$ cat src/rtl/imem_dmem_arbiter.sv
// imem_dmem_arbiter
//   Shares one single-port unified memory between instruction fetch (read
//   only) and the data-memory stage (read/write). At most one access is
//   granted per cycle. Read data returns one cycle after the grant.
//
// Ports
//   clk, rst            clock, synchronous active-high reset
//   if_req/if_addr      fetch request and byte address
//   if_gnt              fetch accepted this cycle (combinational)
//   if_rvalid/rdata/err fetch response, one cycle after grant
//   dm_req/we/addr/wdata data request
//   dm_gnt              data request accepted this cycle (combinational)
//   dm_rvalid/rdata     data read response, one cycle after grant
//   dm_err              data address fault, one cycle after grant (rd and wr)
//   mem_en/we/addr/wdata memory strobe, word index, write data
//   mem_rdata           memory read data, one cycle after mem_en
module imem_dmem_arbiter #(
  parameter int                    DATA_WIDTH = 32,
  parameter int                    ADDR_WIDTH = 32,
  parameter int                    MEM_AW     = 10,
  parameter logic [ADDR_WIDTH-1:0] TEXT_BASE  = 'h0040_0000,
  parameter logic [ADDR_WIDTH-1:0] DATA_BASE  = 'h1001_0000,
  parameter int                    DATA_OFS   = 512,
  parameter int                    MAX_STARVE = 3
) (
  input  logic                  clk,
  input  logic                  rst,
  input  logic                  if_req,
  input  logic [ADDR_WIDTH-1:0] if_addr,
  output logic                  if_gnt,
  output logic                  if_rvalid,
  output logic [DATA_WIDTH-1:0] if_rdata,
  output logic                  if_err,
  input  logic                  dm_req,
  input  logic                  dm_we,
  input  logic [ADDR_WIDTH-1:0] dm_addr,
  input  logic [DATA_WIDTH-1:0] dm_wdata,
  output logic                  dm_gnt,
  output logic                  dm_rvalid,
  output logic [DATA_WIDTH-1:0] dm_rdata,
  output logic                  dm_err,
  output logic                  mem_en,
  output logic                  mem_we,
  output logic [MEM_AW-1:0]     mem_addr,
  output logic [DATA_WIDTH-1:0] mem_wdata,
  input  logic [DATA_WIDTH-1:0] mem_rdata
);

  localparam int SW = $clog2(MAX_STARVE + 1);
  localparam logic [SW-1:0]         STARVE_MAX = SW'(MAX_STARVE);
  localparam logic [ADDR_WIDTH-1:0] OFS_W      = ADDR_WIDTH'(DATA_OFS);
  localparam logic [ADDR_WIDTH-1:0] DEPTH_W    = ADDR_WIDTH'(2 ** MEM_AW);

  typedef enum logic [1:0] {SRC_NONE = 2'd0, SRC_IF = 2'd1, SRC_DM = 2'd2} src_e;

  // Response tracker: which port owns next cycle's response, and whether it faulted.
  typedef struct packed {
    src_e src;
    logic err;
  } resp_t;

  resp_t         resp_q, resp_d;
  logic [SW-1:0] starve_cnt;

  // Address translation is done at full address width so an out-of-range
  // offset cannot alias into the memory after truncation.
  logic [ADDR_WIDTH-1:0] if_off, if_idx, dm_off, dm_idx;
  logic                  if_fault, dm_fault, dm_win;

  always_comb begin
    if_off   = if_addr - TEXT_BASE;
    if_idx   = if_off >> 2;
    if_fault = (if_addr < TEXT_BASE) || (if_addr[1:0] != 2'b00) || (if_idx >= OFS_W);
    dm_off   = dm_addr - DATA_BASE;
    dm_idx   = OFS_W + (dm_off >> 2);
    dm_fault = (dm_addr < DATA_BASE) || (dm_addr[1:0] != 2'b00) || (dm_idx >= DEPTH_W);
  end

  // Data side has priority until fetch has lost MAX_STARVE times in a row.
  assign dm_win = dm_req && (!if_req || (starve_cnt < STARVE_MAX));
  assign dm_gnt = !rst && dm_win;
  assign if_gnt = !rst && if_req && !dm_win;

  always_comb begin
    mem_en    = 1'b0;
    mem_we    = 1'b0;
    mem_addr  = '0;
    mem_wdata = '0;
    if (dm_gnt && !dm_fault) begin
      mem_en    = 1'b1;
      mem_we    = dm_we;
      mem_addr  = dm_idx[MEM_AW-1:0];
      mem_wdata = dm_wdata;
    end else if (if_gnt && !if_fault) begin
      mem_en   = 1'b1;
      mem_addr = if_idx[MEM_AW-1:0];
    end
  end

  // Writes never produce read data, but still carry their fault bit so
  // dm_err can pulse.
  always_comb begin
    resp_d = '{src: SRC_NONE, err: 1'b0};
    if (if_gnt)      resp_d = '{src: SRC_IF, err: if_fault};
    else if (dm_gnt) resp_d = '{src: (dm_we ? SRC_NONE : SRC_DM), err: dm_fault};
  end

  always_ff @(posedge clk) begin
    if (rst) begin
      resp_q     <= '{src: SRC_NONE, err: 1'b0};
      starve_cnt <= '0;
    end else begin
      resp_q <= resp_d;
      if (if_req && !if_gnt)
        starve_cnt <= (starve_cnt == STARVE_MAX) ? starve_cnt : starve_cnt + 1'b1;
      else
        starve_cnt <= '0;
    end
  end

  always_comb begin
    if_rvalid = !rst && (resp_q.src == SRC_IF);
    dm_rvalid = !rst && (resp_q.src == SRC_DM);
    if_err    = if_rvalid && resp_q.err;
    dm_err    = !rst && resp_q.err && (resp_q.src != SRC_IF);
    if_rdata  = (if_rvalid && !resp_q.err) ? mem_rdata : '0;
    dm_rdata  = (dm_rvalid && !resp_q.err) ? mem_rdata : '0;
  end

endmodule

$ cat config.mk
export PLATFORM = sky130hd
export DESIGN_NAME = imem_dmem_arbiter
export DESIGN_NICKNAME = d
export VERILOG_FILES = /design/src/rtl/imem_dmem_arbiter.sv
export SDC_FILE = /design/constraint.sdc
export NUM_CORES = 1
export LEC_CHECK = 0
export CORE_MARGIN = 5
export CORE_UTILIZATION = 29
export CTS_CLUSTER_DIAMETER = 50
export DETAILED_ROUTE_END_ITERATION = 6
export GPL_TIMING_DRIVEN = 0
export PLACE_DENSITY = 0.81
export SLEW_MARGIN = 10
export SYNTH_ARGS = -nofsm -noshare
export SYNTH_HDL_FRONTEND = slang
export SYNTH_SLANG_ARGS = --single-unit
export TNS_END_PERCENT = 30
$ cat constraint.sdc
create_clock -name clk -period 6.15 [get_ports clk]
set_clock_uncertainty 0.05 [all_clocks]
set_input_delay 1.23 -clock clk [delete_from_list [all_inputs] [get_ports clk]]
set_output_delay 1.23 -clock clk [all_outputs]
set_load 0.1 [all_outputs]
==> impl_summary.md, run 1 <==
Placed design
The post-detailed-placement half-perimeter wirelength is 11300 µm. The quantity of I/O buffers inserted on ports is 242. The number of instances in the placed design is 666. Once placement finished, the instance area stood at 0.00477 mm². The congestion estimate from routability-driven global placement came to 0.984.

Worst setup path
The largest fanout on the critical path is 10. The number of cells on the worst reg-to-reg path is 5. The critical path goes through clkdlybuf4s50_1 > buf_4 > or4_4 > o41ai_4 > nand3_1 > o211ai_1 > and4_1 > nand4_1 > a2111o_1 > buf_4 > nor3_4 > buf_12 > a32o_1 > buf_12.

The kind of capture point of the worst setup path is an output pin. The cell with the largest stage delay on the worst path is or4_4. The data required time at the worst endpoint is 4.87 ns. The terminus of the critical flop-to-flop path is resp_q[0]$_SDFF_PP0_. STA classifies the critical path startpoint as an input pin. Setup slack on the worst reg-to-reg path comes out at 4.96 ns. The maximum cell stage delay along the critical path is 0.57 ns. For the worst setup path, the data arrival time is 4.80 ns. The startpoint identified for the worst register-to-register timing path is starve_cnt[0]$_SDFFE_PP0N_. The worst setup path category is input pin to output pin.

Synthesis
The synthesized netlist occupies a cell area of 0.00222 mm². The synthesized net count is 461. The flop and latch count out of synthesis is 5.

The number of different library cells used by synthesis comes to 61. The sequential fraction of the synthesis area is 0.0452. Of the total synthesized cell area, the portion taken by AND, OR, NAND and NOR gates is 0.617. The portion of synthesized area spent on multiplexers is 0.00903. The compound-gate portion of the synthesized area is 0.202. The mean instance size in the synthesized netlist is 6.82 µm². After synthesis, the share of flip-flops with an asynchronous set or reset is 0. The adder and majority gate portion of the synthesized area is 0.0169. The flip-flop cell with the highest count after synthesis is dfxtp_1. The total of warnings raised by yosys is 0. Yosys mapped a number of flops with a built-in enable equal to 0. The cell count after synthesis is 325. The parity-gate share of the synthesized area counting xor and xnor cells is 0.0474.

After synthesis, the largest family of logic cells by area is simple AND/OR/NAND/NOR gates.

Floorplanning
During I/O placement, the number of pins put on the boundary was 247. After floorplanning, the core was divided into 31 placement rows. For this configuration, the core starts out at a cell density of 0.302.

The die area is 0.00949 mm². The horizontal die dimension is 97.4 µm. Measured along the y axis, the die boundary spans 97.4 µm. The core region is 0.00733 mm².

Detailed routing
The wire length per cell is 20.7 µm. Dividing the detail-routed via count by the number of cells gives 5.26. Detailed routing inserted a total of 3564 vias. In this run the remaining antenna-violating nets after routing total 0. The first detailed-routing pass ran for 4 iterations. The first routing iteration left 145 violations. The final routed DRC violation total is 0. The total wire length after detailed routing is 14100 µm.

STA
The share of the cycle needed by the critical path after routing is 0.989. Across all hold checks on the routed design, the worst slack comes to 0.381 ns. The post-layout minimum cycle time is 6.08 ns. The number of slew-limit violations in the final report is 0. The count of final hold-check violations is 0. Setup repair after global routing could not meet its margin everywhere. The slew at the pin closest to its max-slew limit is 1.09 ns.

Derived from the worst setup path, the maximum achievable clock frequency is 164 MHz. Setup violations remaining at the end of the flow were counted as 0. The headroom to the max-slew limit is 0.270.

CTS
Clock-pin slew was measured on the worst setup and hold paths at 0.03 ns. Counting every sink on the clock net gives 5. In this run the deepest clock path goes through 2 buffers. The number of buffers created by CTS is 3. TritonCTS built the clock tree. In this run the clock root is driven by a clkbuf_8. In this run the number of H-tree levels came out at 1.

The number of hold buffers added after CTS was 0. For the worst-skew pair, the clock arrives at the later sink with an insertion delay of 0.22 ns.

Global routing
The initial antenna violation count is 0. Entering global routing, the biggest net connects 11 pins. For this run, the total global-route usage over all layers was measured as 0.261. The met3 layer usage reported by global route is 0.0689.

The first global-routing pass estimated 19800 µm of wire. In the global route stage, met1 resource usage came out at 0.318. The number of global-route vias before repair was 3360. For met2 alone, demand over resource in global routing was 0.473.

After global routing, the most crowded layer is met2. After global routing the overflow that remains totals 0.

Finish
Summing all non-filler instances in the final layout gives an area of 0.00542 mm². The antenna diode count is 0. Leaving out filler cells and counting taps, the final layout contains 678. At the end of the flow, the number of nets in the layout was 716. The area growth from synthesis to final layout is 144%. In the final layout, the share of cells above drive strength 1 is 0.233.

Run
The number of max-cap violations is 0.

Outcome
The flow ran to the end, and the final reports show no timing, DRC or antenna violations.

Hold path
The worst hold path terminates at starve_cnt[0]$_SDFFE_PP0N_. The tightest min-delay check is of the flip-flop to flip-flop type. The worst min-delay path startpoint is starve_cnt[0]$_SDFFE_PP0N_. The hold-critical path depth is 1.

Power and ir drop
The total leakage power is 2.09 nW. The ratio of total power to cell area is 60.1 mW/mm². The worst-case IR drop observed on VDD is 0.0414 mV.
-- flip-flops by register name, summed over array words and instances, names as in the netlist --
signal and cells:
starve_cnt 2, resp_q 3
-- kinds of logic after synthesis --
family                     count (synthesis)
adders and majority gates                  3
and+or+nand+nor                          219
muxes                                      2
buffers and inverters                     27
AOI/OAI and AO/OA                         57
xor gates and xnor gates                  12
DFF                                        5
-- per-layer routing --
| metal | up-vias | wire length [µm] |
|---|---|---|
| met5 | - | 0 |
| met1 | 1649 | 5390 |
| met3 | 14 | 1310 |
| met4 | 0 | 181 |
| li1 | 1687 | - |
| met2 | 214 | 7180 |
-- timing repair --
item | in CTS | in global routing
gates resized for setup | 327 | 126
endpoints found under the setup margin | 44 | 44
buffers inserted | 1 | 8
pin swaps | 4 | 12
-- cells in the final DEF, fill, tap and decap left out, types with 11 or more instances in the layout --
cell type and n:
nor3_1 12, nand3_1 11, and2_1 70, clkdlybuf4s50_1 195, clkbuf_1 11, and2_4 29, buf_4 13, nor2_1 20
buf_12 38, nand2_1 14
-- synthesized netlist by cell type (2+ instances only) --
| master | number | area share |
|---|---|---|
| and2_1 | 99 | 0.28 |
| nor2_1 | 21 | 0.036 |
| nand2_1 | 15 | 0.025 |
| nor3_1 | 13 | 0.029 |
| clkbuf_1 | 12 | 0.020 |
| nand3_1 | 11 | 0.025 |
| a32o_1 | 9 | 0.041 |
| o21ai_0 | 9 | 0.020 |
| nor2b_1 | 8 | 0.023 |
| xnor2_1 | 7 | 0.028 |
| nand4_1 | 6 | 0.017 |
| nor4_1 | 6 | 0.017 |
| a21oi_1 | 5 | 0.011 |
| a31oi_1 | 5 | 0.014 |
| buf_2 | 5 | 0.011 |
| dfxtp_1 | 5 | 0.045 |
| inv_1 | 5 | 0.0085 |
| nor3b_1 | 5 | 0.017 |
| or2_2 | 5 | 0.014 |
| xor2_1 | 5 | 0.020 |
| and3_1 | 4 | 0.011 |
| buf_6 | 4 | 0.020 |
| o211ai_1 | 4 | 0.014 |
| o31ai_1 | 4 | 0.014 |
| and4_1 | 3 | 0.012 |
| ha_1 | 3 | 0.017 |
| nand2b_1 | 3 | 0.0085 |
| o22ai_1 | 3 | 0.0085 |
| or3_1 | 3 | 0.0085 |
| a211o_1 | 2 | 0.0079 |
| a22o_1 | 2 | 0.0079 |
| mux2i_1 | 2 | 0.0090 |
| nor3_4 | 2 | 0.015 |
| o221ai_1 | 2 | 0.0079 |
| o31a_1 | 2 | 0.0079 |
-- layout make-up --
class	count	area, µm²
timing repair buffer	251	2870
multi-input combinational	293	2140
fill	530	1910
tap	99	124
buffer	20	121
sequential	5	100
clock buffer	4	45.0
inverter	6	22.5
-- worst max-delay path, delay by kind of cell --
kind,cells,cell delay (ns)
AND/OR/NAND/NOR,5,1.25
AO/OA/AOI/OAI,4,1.18
buffers and inverters,5,1.14
-- stage by stage --
step / setup TNS, ns / worst slack (ns) / power, mW / utilization
after floorplan: -0.264 / -0.264 / 0.138 / -
after global placement: -51.11 / -1.31 / 0.251 / 0.650
after detailed placement: -54.29 / -1.37 / 0.254 / 0.650
after CTS: 0 / 0.00351 / 0.318 / 0.674
after global routing: -1.43 / -0.0552 / 0.342 / 0.739
final: 0 / 0.0677 / 0.325 / 0.739
-- power by group --
part	switching (mW)	internal (mW)
sequential	0.000748	0.0340
clock	0.0155	0.0444
combinational	0.119	0.111
-- how the worst max path moves through the flow --
stage                           start  slack (ns)       endpoint
after floorplan           dm_addr[16]       -0.26    mem_addr[9]
after global placement    dm_addr[16]       -1.31  mem_wdata[22]
after detailed placement  dm_addr[16]       -1.37  mem_wdata[22]
after CTS                 dm_addr[22]       0.004   mem_wdata[9]
after global routing      dm_addr[20]       -0.06   mem_wdata[9]
final                     dm_addr[23]        0.07    mem_addr[0]
Note: power is estimated with default switching activity, not from simulation.
==> inputs of run 2 (changes only) <==
- MAX_ROUTING_LAYER: not set -> met4
==> impl_summary.md, run 2 (same netlist as run 1, synthesis figures left out) <==
Worst setup path
The kind of capture point of the worst setup path is an output pin. The worst endpoint data arrival time is 4.81 ns (about the same). The worst setup path is of the input pin to output pin kind. The kind of start point of the critical path is an input pin. The data required time at the worst endpoint is 4.87 ns (about the same).

The largest fanout on the critical path came to 10 (unchanged).

CTS
The latest clock arrival within the worst-skew pair came to 0.22 ns (about the same). The cell at the root of the clock tree is clkbuf_8. The buffer depth of the longest clock path was 2 (unchanged). The H-tree depth is 1 (unchanged). The quantity of hold-fixing buffers added after cts is 0 (unchanged). The number of clock sinks is 5 (unchanged). The CTS clock-pin slew for the worst setup and hold paths is 0.03 ns (about the same).

TritonCTS built the clock tree. The number of buffers created by CTS is 3 (unchanged).

Global routing
The global-route met2 utilization is 0.475 (+0.00158). The maximum number of pins on one net before global-route repair was 11 (unchanged). The all-layer global routing usage is 0.266 (+0.00477). The first-pass GRT wire length is 19600 µm (-1.0%). The most used routing layer in global routing is met2. The met3 layer usage reported by global route was 0.0503 (-0.0187). The initial antenna violation count is 0 (unchanged). The met1 routing resource usage after global routing came to 0.320 (+0.00244). The number of global-route vias before repair is 3334 (-0.77%). The final global-route overflow total came to 0 (unchanged).

Finish
The library cell used most frequently in the layout, excluding fill and tap cells, is clkdlybuf4s50_1. The count of fill cells added during filler insertion came to 547 (+3.2%). The flip-flop count of the largest register, all copies and words added came to 3 (unchanged). In the layout the commonest cells are 195 x clkdlybuf4s50_1, 69 x and2_1, 32 x buf_12. The final core utilization is 0.731 (-0.00836). The non-filler instance count after layout came to 676 (-0.29%). The antenna diode count is 0 (unchanged). The layout cell share with drive strength beyond 1 is 0.215 (-0.0183). The post-layout net count is 714 (-0.28%). The footprint of the multi-input gates is 0.00214 mm² (+0.12%).

In the final layout, the registers with the most flip-flops are resp_q (3), starve_cnt (2). The register name with the most flops is resp_q. The flip-flop and latch area is 100 µm² (unchanged).

The area growth from synthesis to final layout is 142%.

Floorplanning
The horizontal die dimension is 97.4 µm (unchanged). The count of pins on the block boundary is 247 (unchanged). The die area is 0.00949 mm² (unchanged). The height of the chip came to 97.4 µm (unchanged).

The initial core utilization is 0.302 (unchanged). The standard-cell row count is 31 (unchanged). The core region area is 0.00733 mm² (unchanged).

STA
The headroom to the max-slew limit is 0.244 (-0.0257). The post-layout minimum cycle time is 6.09 ns (+0.0103 ns). The slew at the pin closest to its max-slew limit came to 1.13 ns (+0.0382 ns). The share of the cycle needed by the critical path after routing came to 0.991 (+0.00167). The number of slew-limit violations in the final report is 0 (unchanged).

The final count of negative-setup-slack endpoints is 0 (unchanged). The post-route worst hold slack is 0.383 ns (+0.00171 ns). The highest attainable clock frequency was 164 MHz (-0.17%). The post-layout worst setup margin came to 0.0574 ns (-0.0103 ns). The count of final hold-check violations is 0 (unchanged).

Power and ir drop
The overall power is 326 µW (+0.27%). The ratio of total power to cell area was 60.9 mW/mm² (+1.4%). The total leakage power is 2.03 nW (-2.6%). The highest ir drop seen on vdd is 0.0412 mV (-0.59%).

Detailed routing
The number of antenna-violating nets in the routed design came to 0 (unchanged). The total vias in the final route is 3447 (-3.3%). The violation count after the first detailed-route iteration came to 132 (-9.0%). The final routed DRC violation total is 0 (unchanged). The via density per instance came to 5.10 (-3.0%).

The total wire length after detailed routing is 13900 µm (-1.4%). The first-pass iteration count of the detailed router is 4 (unchanged). The wire length per cell is 20.5 µm (-1.1%).

Run
The number of max-cap violations is 0 (unchanged).

Placed design
The post-detailed-placement half-perimeter wirelength is 11400 µm (+0.80%). The quantity of I/O buffers inserted on ports was 242 (unchanged). The last weighted congestion value of the routability-driven placer is 1.00 (+1.8%).

The post-placement worst setup slack came to -1.39 ns (-0.0200 ns). The number of instances in the placed design is 666 (unchanged).

Outcome
The flow ran to the end, and the final reports show no timing, DRC or antenna violations.

Hold path
The tightest min-delay check is of the flip-flop to flip-flop type.
==> run 2: changes by cell type in the layout (fill, tap and decap cells not counted), sizes merged <==
cell / before / now
buf: 63 / 60
dlygate4sd2: 0 / 2
dlymetal6s2s: 2 / 1
==> run 2: final timing paths <==
path / startpoint / endpoint / slack (ns) / cells past startpoint
worst min-delay path: starve_cnt[0]$_SDFFE_PP0N_ / starve_cnt[0]$_SDFFE_PP0N_ / 0.38 / 1
worst max-delay path: dm_addr[25] / mem_addr[3] / 0.06 / 14
worst max register to register: starve_cnt[0]$_SDFFE_PP0N_ / resp_q[0]$_SDFF_PP0_ / 4.95 / 5
worst min register to register: starve_cnt[0]$_SDFFE_PP0N_ / starve_cnt[0]$_SDFFE_PP0N_ / 0.38 / 1
==> run 2: worst max-delay path, cell delays in order <==
cell,delay [ns]
clkdlybuf4s50_1,0.43
clkbuf_2,0.21
or4_4,0.55
o41ai_4,0.35
nand3_1,0.13
o211ai_1,0.12
and4_1,0.22
nand4_1,0.13
a2111o_1,0.45
buf_4,0.17
nor3_4,0.21
buf_12,0.15
a32o_1,0.25
buf_12,0.20
==> run 2: layer usage <==
metal / up-vias / share of wire
met5: - / 0
met4: 0 / 0.0076
met3: 14 / 0.075
met2: 179 / 0.52
met1: 1566 / 0.40
li1: 1688 / -
==> run 2: cell type report <==
type	instances	share of cell area
clock buffers	4	0.00841
repair buffers	249	0.523
flip-flops and latches	5	0.0187
well taps	99	0.0231
plain buffers	20	0.0227
inverters	6	0.00420
multi-input cells	293	0.400
==> run 2: power by group <==
part / switching, mW / internal [mW] / leakage [nW]
Combinational: 0.119 / 0.111 / 1.97
Clock: 0.0173 / 0.0446 / 0.0228
Sequential: 0.000728 / 0.0340 / 0.0411
==> run 2: timing repair <==
item / 4_1_cts / 5_1_grt
hold endpoints to repair: 0 / 0
resized for setup: 336 / 98
setup buffers: 1 / 6
endpoints found under the setup margin: 44 / 44
pin swaps: 5 / 9
==> run 2: per-stage QoR <==
step,cell area (µm²),TNS [ns]
6_report,5360,0
3_5_place_dp,4770,-54.80
2_1_floorplan,2220,-0.264
3_3_place_gp,4770,-50.79
5_1_grt,5360,-1.81
4_1_cts,4960,0
==> edit (flow settings as in run 2) <==
Set the parameter `MEM_AW` to 11 (it was 10).
--- a/src/rtl/imem_dmem_arbiter.sv
+++ b/src/rtl/imem_dmem_arbiter.sv
@@ -17,7 +17,7 @@
 module imem_dmem_arbiter #(
   parameter int                    DATA_WIDTH = 32,
   parameter int                    ADDR_WIDTH = 32,
-  parameter int                    MEM_AW     = 10,
+  parameter int                    MEM_AW     = 11,
   parameter logic [ADDR_WIDTH-1:0] TEXT_BASE  = 'h0040_0000,
   parameter logic [ADDR_WIDTH-1:0] DATA_BASE  = 'h1001_0000,
   parameter int                    DATA_OFS   = 512,
Interface: changed (resized mem_addr); port bits go from 247 to 248. No check against the original RTL was run, so the function may have changed too.
==> edit against run 2 <==
  * Setup slack worse by 43 ps
  * Fmax down 0.71%
  * Register-to-register slack worse by 40 ps
  * Wire length down 10%
  * Sequential cell count unchanged
  * Area after synthesis down 7.5%
  * Largest power group unchanged
  * Combinational power down 6%
  * Cell area down 1.4%
  * Synthesized cell count down 4.6%
  * Power down 4.1%
==> edit: results (changes against run 2) <==
** Critical path
- The slowest stage of the critical path is the a2111oi_1 cell.
- Critical path's top delay family :: compound AO/OA/AOI/OAI gates
- In this run the worst setup path begins at dm_addr[16].

** Logic synthesis
- Top cells by instance count after synthesis :: and2_1, clkbuf_1, nand2_1, nor3_1, o21ai_0
- Net count of the mapped netlist :: 446 (-3.3%)
- Fraction of the mapped netlist area in compound gates :: 0.207 (+0.00469)
- The synthesized-area fraction occupied by adder cells was 0.0183 (+0.00136).
- The sequential cell area fraction in the yosys report was 0.0488 (+0.00364).
- Number of instances in the synthesized netlist :: 310 (-4.6%)
- The post-synthesis cell type count came to 54 (-11%).
- By area the synthesized netlist is led by and2_1, dfxtp_1, a22o_1, clkbuf_1, nand2_1.
- The multiplexer share of the synthesized area was 0.00549 (-0.00354).

** GRT
- Global-route wire length before repair :: 16200 µm (-17%)
- The aggregate global-route resource usage came to 0.239 (-0.0272).
- Grt met1 use :: 0.242 (-0.0788)

** Detailed routing
- Via count :: 3374 (-2.1%)
- The average wire per cell in the routed design was 19.0 µm (-7.4%).

** Run status
- Outcome :: complete, no violations

** Timing
- The fraction of the cycle the final worst path needs came to 0.998 (+0.00705).
- The slew of the pin with the lowest slew margin is 1010 ps (-111 ps).

** Layout
- The number of flip-flops and latches was 5 (unchanged).
- The fraction of area in registers was 0.0190 (+0.000270).
- The number of fill cells in the layout was 490 (-10%).
- Final core utilization :: 0.773 (+0.0422)
- The post-layout instance count excluding filler cells is 654 (-3.3%).
- Inverter count :: 7 (+1)
- Bufs w/o clock :: 267 (-0.74%)
- Clock buffers and inverters, area share :: 0.00853 (+0.000122)

** Placed design
- The half-perimeter wire length after detailed placement was 9770 µm (-14%).
- Cell area reported after detailed placement :: 0.00460 mm² (-3.5%)
- GP Congestion :: 0.921 (-8.1%)
- The worst slack at placement is -1620 ps (-223 ps).

** Pwr
- The switching part of the total power was 0.408 (-0.0112).
- Clk pwr :: 0.0000620 W (about the same)
- Worst vdd rail ir drop :: 0.0362 mV (-12%)
- The static leakage was 1.97 nW (-3.0%).
==> edit: cell count changes after synthesis, moves of 5 or more <==
cell      change
nor4b_1       +5
a22o_1        +7
a32o_1        -9
clkbuf_1      +5
nor2_1       -12
==> edit: worst paths after layout <==
path,endpoint,slack [ps],cells after the start
worst max-delay path,mem_wdata[13],10,16
worst min-delay path,starve_cnt[0]$_SDFFE_PP0N_,390,1
worst max register to register,resp_q[0]$_SDFF_PP0_,4910,5
worst min register to register,starve_cnt[0]$_SDFFE_PP0N_,390,1
==> edit: metal layers <==
layer,part of all wire,up-vias
met2,0.54,211
met1,0.34,1515
li1,-,1618
met4,0.032,0
met3,0.090,30
met5,0,-
==> edit: kinds of logic after synthesis <==
group,after synthesis
fa+ha+maj,3
xor+xnor,10
mux,1
buf+inv,30
flops,5
simple gates,205
compound gates,56
==> edit: worst reg2reg max path: stages, from the launching register on <==
cell and delay, ps:
dfxtp_1 310, ha_1 220, nor2b_1 220, nor3b_2 90, o21ai_0 110, o21ai_0 120
